[config.mk]
export PLATFORM = sky130hd
export DESIGN_NAME = ready_operand_issue_queue
export DESIGN_NICKNAME = d
export VERILOG_FILES = /design/src/rtl/ready_operand_issue_queue_pkg.sv /design/src/rtl/oldest_ready_select.sv /design/src/rtl/ready_operand_issue_queue.sv
export SDC_FILE = /design/constraint.sdc
export NUM_CORES = 1
export LEC_CHECK = 0
export ABC_CLOCK_PERIOD_IN_PS = 10600
export CORE_UTILIZATION = 50
export DETAILED_ROUTE_END_ITERATION = 8
export GPL_ROUTABILITY_DRIVEN = 0
export GPL_TIMING_DRIVEN = 0
export PLACE_DENSITY_LB_ADDON = 0.08
export SLEW_MARGIN = 20
export SYNTH_ARGS = -nofsm -noshare
export SYNTH_HDL_FRONTEND = slang
export SYNTH_SLANG_ARGS = --single-unit
[constraint.sdc]
create_clock -name clk -period 10.6 [get_ports clk]
set_input_delay 2.12 -clock clk [delete_from_list [all_inputs] [get_ports clk]]
set_output_delay 2.12 -clock clk [all_outputs]
set_load 0.02 [all_outputs]
[src/rtl/ready_operand_issue_queue_pkg.sv]
// rtl/ready_operand_issue_queue_pkg.sv - shared sizes and entry record for the ready-operand issue queue
package ready_operand_issue_queue_pkg;

  localparam int TAG_W     = 6;
  localparam int NUM_PREGS = 64;
  localparam int DEPTH     = 8;
  localparam int NUM_WAKE  = 4;

  typedef struct packed {
    logic             valid;
    logic [TAG_W-1:0] src0;
    logic [TAG_W-1:0] src1;
    logic [TAG_W-1:0] dest;
    logic             rdy0;
    logic             rdy1;
  } entry_t;

endpackage

[src/rtl/oldest_ready_select.sv]
// rtl/oldest_ready_select.sv - lowest-index (oldest) priority pick over a request vector
module oldest_ready_select #(
  parameter int N     = 8,
  parameter int IDX_W = (N > 1) ? $clog2(N) : 1
) (
  input  logic [N-1:0]     req_i,
  output logic [N-1:0]     grant_o,
  output logic [IDX_W-1:0] index_o,
  output logic             any_o
);

  logic found;

  always_comb begin
    grant_o = '0;
    index_o = '0;
    found   = 1'b0;
    for (int i = 0; i < N; i++) begin
      if (req_i[i] && !found) begin
        grant_o[i] = 1'b1;
        index_o    = IDX_W'(i);
        found      = 1'b1;
      end
    end
  end

  assign any_o = |req_i;

endmodule

[src/rtl/ready_operand_issue_queue.sv]
// rtl/ready_operand_issue_queue.sv - collapsing age-ordered issue queue with operand wakeup
module ready_operand_issue_queue
  import ready_operand_issue_queue_pkg::*;
#(
  parameter int DEPTH    = ready_operand_issue_queue_pkg::DEPTH,
  parameter int NUM_WAKE = ready_operand_issue_queue_pkg::NUM_WAKE
) (
  input  logic                 clk,
  input  logic                 reset,
  input  logic                 en,
  input  logic [NUM_PREGS-1:0] readyVector,
  input  logic [NUM_WAKE-1:0]  wakeEn,
  input  logic [TAG_W-1:0]     wakeTag0,
  input  logic [TAG_W-1:0]     wakeTag1,
  input  logic [TAG_W-1:0]     wakeTag2,
  input  logic [TAG_W-1:0]     wakeTag3,
  input  logic                 flush,
  input  logic                 inValid,
  output logic                 inReady,
  input  logic [TAG_W-1:0]     inSrc0,
  input  logic [TAG_W-1:0]     inSrc1,
  input  logic [TAG_W-1:0]     inDest,
  output logic                 outValid,
  input  logic                 outReady,
  output logic [TAG_W-1:0]     outSrc0,
  output logic [TAG_W-1:0]     outSrc1,
  output logic [TAG_W-1:0]     outDest,
  output logic [3:0]           occupancy
);

  localparam int IDX_W = $clog2(DEPTH);
  localparam int OCC_W = $clog2(DEPTH + 1);

  entry_t           ent_q [DEPTH];
  entry_t           ent_d [DEPTH];
  entry_t           woke  [DEPTH];
  entry_t           new_ent;
  logic [OCC_W-1:0] occ_q, occ_d;
  logic [OCC_W-1:0] ins_pos;
  logic [DEPTH-1:0] req;
  logic [DEPTH-1:0] grant;
  logic [IDX_W-1:0] sel_idx;
  logic             any_ready;
  logic             do_issue, do_ins;
  logic [TAG_W-1:0] wtag [4];

  assign wtag[0] = wakeTag0;
  assign wtag[1] = wakeTag1;
  assign wtag[2] = wakeTag2;
  assign wtag[3] = wakeTag3;

  function automatic logic wake_hit(input logic [TAG_W-1:0] tag);
    wake_hit = 1'b0;
    for (int j = 0; j < NUM_WAKE; j++) begin
      if (wakeEn[j] && wtag[j] == tag) wake_hit = 1'b1;
    end
  endfunction

  always_comb begin
    for (int i = 0; i < DEPTH; i++) begin
      req[i] = ent_q[i].valid && ent_q[i].rdy0 && ent_q[i].rdy1;
    end
  end

  oldest_ready_select #(.N(DEPTH), .IDX_W(IDX_W)) u_select (
    .req_i   (req),
    .grant_o (grant),
    .index_o (sel_idx),
    .any_o   (any_ready)
  );

  // Reset is folded in so the handshakes read 0 for the whole time reset is high.
  assign inReady  = !reset && en && !flush && (occ_q < OCC_W'(DEPTH));
  assign outValid = !reset && en && !flush && any_ready;
  assign do_issue = outValid && outReady;
  assign do_ins   = inValid && inReady;
  assign ins_pos  = do_issue ? occ_q - OCC_W'(1) : occ_q;

  assign outSrc0   = outValid ? ent_q[sel_idx].src0 : '0;
  assign outSrc1   = outValid ? ent_q[sel_idx].src1 : '0;
  assign outDest   = outValid ? ent_q[sel_idx].dest : '0;
  assign occupancy = 4'(occ_q);

  always_comb begin
    new_ent       = '0;
    new_ent.valid = 1'b1;
    new_ent.src0  = inSrc0;
    new_ent.src1  = inSrc1;
    new_ent.dest  = inDest;
    new_ent.rdy0  = (inSrc0 == '0) || readyVector[inSrc0] || wake_hit(inSrc0);
    new_ent.rdy1  = (inSrc1 == '0) || readyVector[inSrc1] || wake_hit(inSrc1);
  end

  always_comb begin
    for (int i = 0; i < DEPTH; i++) begin
      woke[i] = ent_q[i];
      if (ent_q[i].valid) begin
        woke[i].rdy0 = ent_q[i].rdy0 || (ent_q[i].src0 != '0 && wake_hit(ent_q[i].src0));
        woke[i].rdy1 = ent_q[i].rdy1 || (ent_q[i].src1 != '0 && wake_hit(ent_q[i].src1));
      end
    end
  end

  // Wakeups are applied first, then the issued slot collapses, then the insert lands at the tail.
  always_comb begin
    for (int i = 0; i < DEPTH; i++) ent_d[i] = ent_q[i];
    occ_d = occ_q;
    if (en) begin
      if (flush) begin
        for (int i = 0; i < DEPTH; i++) ent_d[i] = '0;
        occ_d = '0;
      end else begin
        for (int i = 0; i < DEPTH - 1; i++) begin
          ent_d[i] = (do_issue && i >= int'(sel_idx)) ? woke[i+1] : woke[i];
        end
        ent_d[DEPTH-1] = do_issue ? '0 : woke[DEPTH-1];
        if (do_ins) ent_d[ins_pos[IDX_W-1:0]] = new_ent;
        occ_d = occ_q + OCC_W'(do_ins) - OCC_W'(do_issue);
      end
    end
  end

  always_ff @(posedge clk or posedge reset) begin
    if (reset) begin
      for (int i = 0; i < DEPTH; i++) ent_q[i] <= '0;
      occ_q <= '0;
    end else begin
      for (int i = 0; i < DEPTH; i++) ent_q[i] <= ent_d[i];
      occ_q <= occ_d;
    end
  end

endmodule
==> summary.log, run 1 <==
[status] outcome finished, final reports clean
[final_layout] Area growth syn-to-layout 12.9%
[logic_synthesis] mean cell area of the mapped netlist 8.17 sq um
[critical_path] maximum fanout along the worst path 10
[critical_path] CP Capture Type primary output
[clock_network] CTS sink cnt 172
[pwr] PnR Total Power 1.72 mW
[clock_network] CTS HTree Levels 4
[sta] setup clock skew after layout 0.0280 ns
[floorplan] width of the die 188 um
[clock_network] post-CTS sizing 0
[final_layout] final design utilization 57.7%
[clock_network] Setup Buffers After CTS 0
[clock_network] Clock transition at path regs 0.06 ns
[final_layout] most used cells in the layout excluding fill and tap cells sky130_fd_sc_hd__nand2_1, sky130_fd_sc_hd__xnor2_1, sky130_fd_sc_hd__clkbuf_1
[drt] final routed wire length divided by cell count 28.3 um
[logic_synthesis] cell count after synthesis 2107
[place] HPWL after detailed placement 53800 um
[pwr] Pwr Density 88.4 mW/mm^2
[final_layout] number of nets at the end of the flow 2346
[critical_path] delay contributed by the slowest stage of the critical path 0.74 ns
[logic_synthesis] FF+latch count, synth 172
[logic_synthesis] Post-synth ARST share 100%
[drt] number of DRC violations after detailed routing 0
[global_route] number of antenna violations at the first check in global routing 3
[floorplan] Core Footprint 0.0337 sq mm
[critical_path] Setup crit start kind input pin
[final_layout] number of standard cells in the final layout excluding fillers 2685
[clock_network] clock buffers created by TritonCTS 17
[clock_network] Clock Tree Root sky130_fd_sc_hd__clkbuf_16
[clock_network] hold buffer count at cts 0
[drt] initial DRC count 2430
[clock_network] TritonCTS clock tree yes
[logic_synthesis] register area share after synthesis 25.0%
[logic_synthesis] number of warnings printed during yosys synthesis 0
[sta] final-report setup violation count 0
[global_route] aggregate global-route resource usage 43.3%
[drt] detailed-routing iteration count for the pre-antenna-repair pass 6
[critical_path] Arrival @ worst endpoint 5.74 ns
[global_route] GR Layer Usage met1 54.4%
[clock_network] clock latency reported for the late side of the worst-skew pair 0.48 ns
[drt] Via-to-Cell Ratio 6.87
[drt] total wire length 76000 um
[run] max cap viols 0
[floorplan] FP Rows 67
[worst_hold_path] Hold Crit Class flip-flop to flip-flop
[sta] worst-margin pin slew 1.26 ns
[floorplan] area of the die 0.0352 sq mm
[critical_path] setup slack on the worst flop-to-flop path 6.55 ns
[final_layout] fraction of final layout cells sized beyond drive strength 1 4.34%
[sta] Slew Limit Headroom 15.7%
[global_route] grt met3 use 13.0%
[sta] RSZ-0062 raised after global routing no
[global_route] number of global-route vias before repair 18091
[sta] fin crit period 7.86 ns
[global_route] GR met2 Demand/Resource 65.0%
[critical_path] path type of the worst setup path input pin to primary output
[drt] count of nets left with antenna violations after detail routing 0
[global_route] maximum number of pins on one net before global-route repair 71
[logic_synthesis] library cells used by synthesis 64
[sta] final critical-path share of the clock period 74.2%
[logic_synthesis] most instantiated flip-flop cell in the synthesis netlist sky130_fd_sc_hd__dfrtp_1
[logic_synthesis] number of enable-type register cells in the synthesized netlist 0
[place] count of buffers inserted at the top-level ports 95
[pwr] leak pwr 7.46 nW
[sta] count of final max-slew check failures 0
[logic_synthesis] nets in the synthesized netlist 2229
[global_route] most used routing layer met2
[global_route] global-route wire length before repair 114000 um
[sta] final count of hold timing violations 0
[logic_synthesis] synthesized area 0.0172 sq mm
[floorplan] count of boundary I/O pins 140
[final_layout] commonest non-fill, non-tap cell in the layout sky130_fd_sc_hd__nand2_1
[critical_path] CP max stage cell sky130_fd_sc_hd__nand3_1
[sta] top achievable clock speed 0.127 GHz
[critical_path] cells traversed along the worst timing path clkdlybuf4s50_1, nor2b_1, clkbuf_1, nand3_1, clkbuf_1, nor2_1, clkdlybuf4s50_1
[sta] setup TNS after final layout 0 ns
[final_layout] antenna diode instance count 0
[floorplan] Die Ht 188 um
[global_route] global route total overflow 0
[clock_network] maximum count of clock buffers along a single path 2
[critical_path] required arrival time at the worst endpoint 8.48 ns
[pwr] Worst VDD drop 0.147 mV
[floorplan] initial cell density of the core 51.1%
[drt] total via count after detailed routing 18454
[place] Cell Count Post-Placement 2653
## stage by stage
step | hold slack, ns | instance area [sq um] | setup slack (ns)
4_1_cts | 0.534 | 19400 | 3.00
6_report | 0.550 | 19400 | 2.74
5_1_grt | 0.564 | 19400 | 2.81
2_1_floorplan | 0.485 | 17200 | 0.899
3_5_place_dp | 0.516 | 18800 | 3.00
3_3_place_gp | 0.515 | 18700 | -3.39
## state kept, by name, indices dropped and copies added, names as in the netlist
signal and flops:
ent_q 168, occupancy 4
## synthesized netlist by cell type, types with 54 or more instances
library cell                 n  area, sq um
sky130_fd_sc_hd__nor4_1     83          519
sky130_fd_sc_hd__a21oi_1   108          541
sky130_fd_sc_hd__dfrtp_1   172         4300
sky130_fd_sc_hd__nor2_1    100          375
sky130_fd_sc_hd__xor2_1    214         1870
sky130_fd_sc_hd__buf_1      54          203
sky130_fd_sc_hd__nand4_1    76          475
sky130_fd_sc_hd__nand2_1   238          893
sky130_fd_sc_hd__o21ai_0    60          300
sky130_fd_sc_hd__a22o_1     54          473
sky130_fd_sc_hd__mux2i_1    91          911
sky130_fd_sc_hd__clkbuf_1  217          815
sky130_fd_sc_hd__xnor2_1   220         1930
## final timing paths
path | cells past startpoint | to | startpoint
min reg2reg | 1 | ent_q[48]$_DFFE_PP0P_ | ent_q[48]$_DFFE_PP0P_
max in group asynchronous | 3 | ent_q[35]$_DFFE_PP0P_ | reset
min | 1 | ent_q[48]$_DFFE_PP0P_ | ent_q[48]$_DFFE_PP0P_
max reg2reg | 10 | ent_q[113]$_DFFE_PP0P_ | ent_q[146]$_DFFE_PP0P_
min in group asynchronous | 2 | ent_q[87]$_DFFE_PP0P_ | reset
max | 7 | outSrc1[4] | flush
## critical path: cells and delay by family
family,cells,cell delay [ns]
buffers and inverters,4,2.34
and+or+nand+nor,3,1.27
## cell type report
| type | instances | area [sq um] |
|---|---|---|
| Fill cell | 3104 | 14300 |
| Multi-Input combinational cell | 1628 | 11700 |
| Sequential cell | 172 | 4300 |
| Buffer | 285 | 1090 |
| Timing Repair Buffer | 98 | 1010 |
| Tap cell | 448 | 561 |
| Clock buffer | 24 | 502 |
| Clock inverter | 8 | 131 |
| Inverter | 22 | 92.6 |
## cells by family after synthesis
family / after synthesis / share of synthesized area, %
adders and majority gates: 6 / 0.480
muxes: 127 / 9.83
buffers and inverters: 307 / 6.82
xor gates and xnor gates: 434 / 22.1
DFF: 172 / 25.0
and+or+nand+nor: 615 / 17.3
AOI/OAI and AO/OA: 446 / 18.5
## routing by layer
metal  share of wire (%)  wire [um]
met5               0.030         23
met4                 7.6       5810
met3                  13      10000
met2                  42      32100
met1                  37      28100
## power by group
group          internal (mW)  total (mW)  switching, mW
registers              0.661       0.666        0.00498
logic                  0.134       0.361          0.228
clock network          0.403       0.691          0.287
Power figures use the tool's default switching activity.
==> run 2, diff against run 1 <==
ABC_CLOCK_PERIOD_IN_PS = 8100   (was 10600)
clock period = 8.1 ns   (was 10.6 ns; I/O delays follow)
==> run 2 against run 1 <==
Compared with the run above:
- register-to-register slack worse by 2.7 ns
- sequential power up 31%
- routed wire length fell by 1.3%
- critical path type unchanged
- first-iteration DRC count up 20%
- cell area about the same
- die area is the same
- largest power group is now sequential cells
- hold slack lost 0.016 ns
- sequential share of layout area about the same
- clock skew decreased by 0.0069 ns
- combinational power increased by 32%
==> summary.log, run 2 (synthesis gave the netlist of run 1 again) <==
[run] max cap viols 0 [unchanged]
[critical_path] FF-to-FF path depth 10 [unchanged]
[pwr] portion of total power attributed to sequential cells 40.7% [was 38.8%]
[sta] RSZ-0062 raised after global routing no [unchanged]
[floorplan] area of the die 0.0352 sq mm [unchanged]
[critical_path] Setup crit start kind input pin [unchanged]
[pwr] fraction of power consumed by combinational cells 22.2% [was 21.0%]
[place] count of buffers inserted at the top-level ports 95 [unchanged]
[worst_hold_path] Hold Crit Class flip-flop to flip-flop [unchanged]
[status] outcome finished, final reports clean [unchanged]
[floorplan] width of the die 188 um [unchanged]
[sta] worst-margin pin slew 1.27 ns [was 1.26 ns]
[place] Placement Setup Slack 1.45 ns [was 3.00 ns]
[floorplan] Core Footprint 0.0337 sq mm [unchanged]
[drt] total via count after detailed routing 18246 [was 18454]
[drt] initial DRC count 2904 [was 2430]
[sta] final-report setup violation count 0 [unchanged]
[clock_network] CTS sink cnt 172 [unchanged]
[clock_network] Clock transition at path regs 0.06 ns [about the same]
[final_layout] max FFs per register 168 [unchanged]
[clock_network] clock buffers created by TritonCTS 17 [unchanged]
[sta] fin crit period 6.74 ns
[global_route] global route total overflow 0 [unchanged]
[pwr] switching power summed over all nets 0.688 mW [was 0.520 mW]
[critical_path] required arrival time at the worst endpoint 6.48 ns [was 8.48 ns]
[pwr] Worst VDD drop 0.145 mV [was 0.147 mV]
[floorplan] count of boundary I/O pins 140 [unchanged]
[sta] Slew Limit Headroom 14.9% [was 15.7%]
[pwr] Pwr Density 110 mW/mm^2 [was 88.4 mW/mm^2]
[final_layout] register with the most flip-flops ent_q [unchanged]
[critical_path] startpoint of the worst-slack reg-to-reg timing path ent_q[146]$_DFFE_PP0P_ [unchanged]
[clock_network] maximum count of clock buffers along a single path 2 [unchanged]
[clock_network] post-CTS sizing 0 [unchanged]
[clock_network] CTS HTree Levels 4 [unchanged]
[sta] final count of hold timing violations 0 [unchanged]
[floorplan] Die Ht 188 um [unchanged]
[pwr] fraction of power spent switching nets 32.2% [was 30.3%]
[final_layout] Area growth syn-to-layout 12.8% [was 12.9%]
[sta] final critical-path share of the clock period 83.2%
[pwr] Clk network pwr share 37.1% [was 40.2%]
[critical_path] setup slack on the worst flop-to-flop path 3.90 ns [was 6.55 ns]
[critical_path] worst reg2reg endpoint ent_q[114]$_DFFE_PP0P_ [was ent_q[113]$_DFFE_PP0P_]
[floorplan] FP Rows 67 [unchanged]
[final_layout] most used cells in the layout excluding fill and tap cells sky130_fd_sc_hd__nand2_1, sky130_fd_sc_hd__xnor2_1, sky130_fd_sc_hd__clkbuf_1 [unchanged]
[worst_hold_path] Hold Path Stages 1 [unchanged]
[sta] Worst Slack Setup Final 1.36 ns [was 2.74 ns]
[floorplan] initial cell density of the core 51.1% [unchanged]
[drt] detailed-routing iteration count for the pre-antenna-repair pass 8 [was 6]
[global_route] number of antenna violations at the first check in global routing 1 [was 3]
[sta] top achievable clock speed 0.148 GHz
[place] HPWL after detailed placement 53800 um [about the same]
[final_layout] number of fill cells in the layout 3124 [was 3104]
[critical_path] CP Capture Type primary output [unchanged]
[drt] final routed wire length divided by cell count 27.9 um [was 28.3 um]
[final_layout] cell area after layout 0.0194 sq mm [about the same]
[clock_network] clock latency reported for the late side of the worst-skew pair 0.47 ns [was 0.48 ns]
[pwr] leak pwr 7.45 nW [was 7.46 nW]
[final_layout] number of nets at the end of the flow 2350 [was 2346]
[clock_network] TritonCTS clock tree yes [unchanged]
[worst_hold_path] Worst Min Path Start ent_q[2]$_DFFE_PP0P_ [was ent_q[48]$_DFFE_PP0P_]
[global_route] aggregate global-route resource usage 42.6% [was 43.3%]
[sta] count of final max-slew check failures 0 [unchanged]
[drt] number of DRC violations after detailed routing 0 [unchanged]
[final_layout] fraction of final layout cells sized beyond drive strength 1 4.55% [was 4.34%]
[global_route] maximum number of pins on one net before global-route repair 34 [was 71]
[drt] count of nets left with antenna violations after detail routing 0 [unchanged]
[clock_network] Clock Tree Root sky130_fd_sc_hd__clkbuf_16 [unchanged]
[drt] total wire length 75100 um [was 76000 um]
[clock_network] hold buffer count at cts 0 [unchanged]
[clock_network] Setup Buffers After CTS 0 [unchanged]
[critical_path] Arrival @ worst endpoint 5.12 ns [was 5.74 ns]
[worst_hold_path] worst hold path endpoint ent_q[2]$_DFFE_PP0P_ [was ent_q[48]$_DFFE_PP0P_]
[critical_path] path type of the worst setup path input pin to primary output [unchanged]
[pwr] cell-internal power 1.45 mW [was 1.20 mW]
[sta] setup clock skew after layout 0.0211 ns [was 0.0280 ns]
[critical_path] maximum fanout along the worst path 10 [unchanged]
[global_route] number of global-route vias before repair 17573 [was 18091]
[place] area after detailed placement 0.0189 sq mm [was 0.0188 sq mm]
[global_route] global-route wire length before repair 112000 um [was 114000 um]
[drt] Via-to-Cell Ratio 6.78 [was 6.87]
[final_layout] commonest non-fill, non-tap cell in the layout sky130_fd_sc_hd__nand2_1 [unchanged]
[sta] setup TNS after final layout 0 ns [unchanged]
run 2: cell types whose count changed in the layout (fill, tap and decap cells not counted), sizes merged:
| cell | before | now |
|---|---|---|
| clkinv | 5 | 11 |
| clkbuf | 247 | 242 |
| bufinv | 3 | 0 |
| inv | 20 | 21 |
| buf | 65 | 69 |
| clkinvlp | 2 | 3 |
| diode | 0 | 1 |
run 2: how the worst max path moves through the flow:
stage / from / to / slack [ns] / cells past startpoint
6_report: flush / outSrc1[4] / 1.36 / 7
5_1_grt: flush / outSrc1[4] / 1.32 / 7
4_1_cts: flush / outSrc1[4] / 1.45 / 7
3_5_place_dp: flush / outSrc1[4] / 1.45 / 7
3_3_place_gp: reset / outSrc1[2] / -2.24 / 6
2_1_floorplan: reset / outDest[0] / 1.09 / 4
run 2: critical path, cell delays in order:
cell and delay (ns):
sky130_fd_sc_hd__clkdlybuf4s50_1 0.60, sky130_fd_sc_hd__nor2b_1 0.25, sky130_fd_sc_hd__clkbuf_1 0.65, sky130_fd_sc_hd__nand3_1 0.62, sky130_fd_sc_hd__clkbuf_1 0.45, sky130_fd_sc_hd__nor2_1 0.28
sky130_fd_sc_hd__clkdlybuf4s50_1 0.64
run 2: metal layers:
metal | up-vias | part of all wire (%) | track usage, %
li1 | 7732 | - | -
met1 | 8769 | 38 | 55.0
met2 | 1425 | 42 | 63.2
met3 | 320 | 13 | 11.4
met4 | 0 | 6.9 | 27.0
met5 | - | 0 | 0
run 2: layout make-up:
type	instances	area, sq um	area share [%]
Buffer	285	1090	5.62
Clock buffer	19	453	2.33
Timing Repair Buffer	102	1090	5.59
Antenna cell	1	2.50	0.0129
Sequential cell	172	4300	22.2
Tap cell	448	561	2.89
Multi-Input combinational cell	1628	11700	60.5
Clock inverter	13	92.6	0.477
Inverter	22	88.8	0.457
run 2: power groups by stage:
stage / Sequential [mW] / Combinational, mW / Clock, mW
final: 0.871 / 0.476 / 0.794
after global routing: 0.871 / 0.498 / 0.832
after CTS: 0.871 / 0.459 / 0.793
after detailed placement: 0.887 / 0.457 / 0
after global placement: 0.888 / 0.439 / 0
after floorplan: 0.886 / 0.287 / 0
run 2: stage by stage:
step                      power, mW  hold WS (ns)  util, %  cells
after global routing           2.20         0.554     57.6   2690
after global placement         1.33         0.518     55.6   2650
after CTS                      2.12         0.536     57.6   2689
after floorplan                1.17         0.485        -   2107
final                          2.14         0.534     57.6   2690
after detailed placement       1.34         0.519     56.0   2657
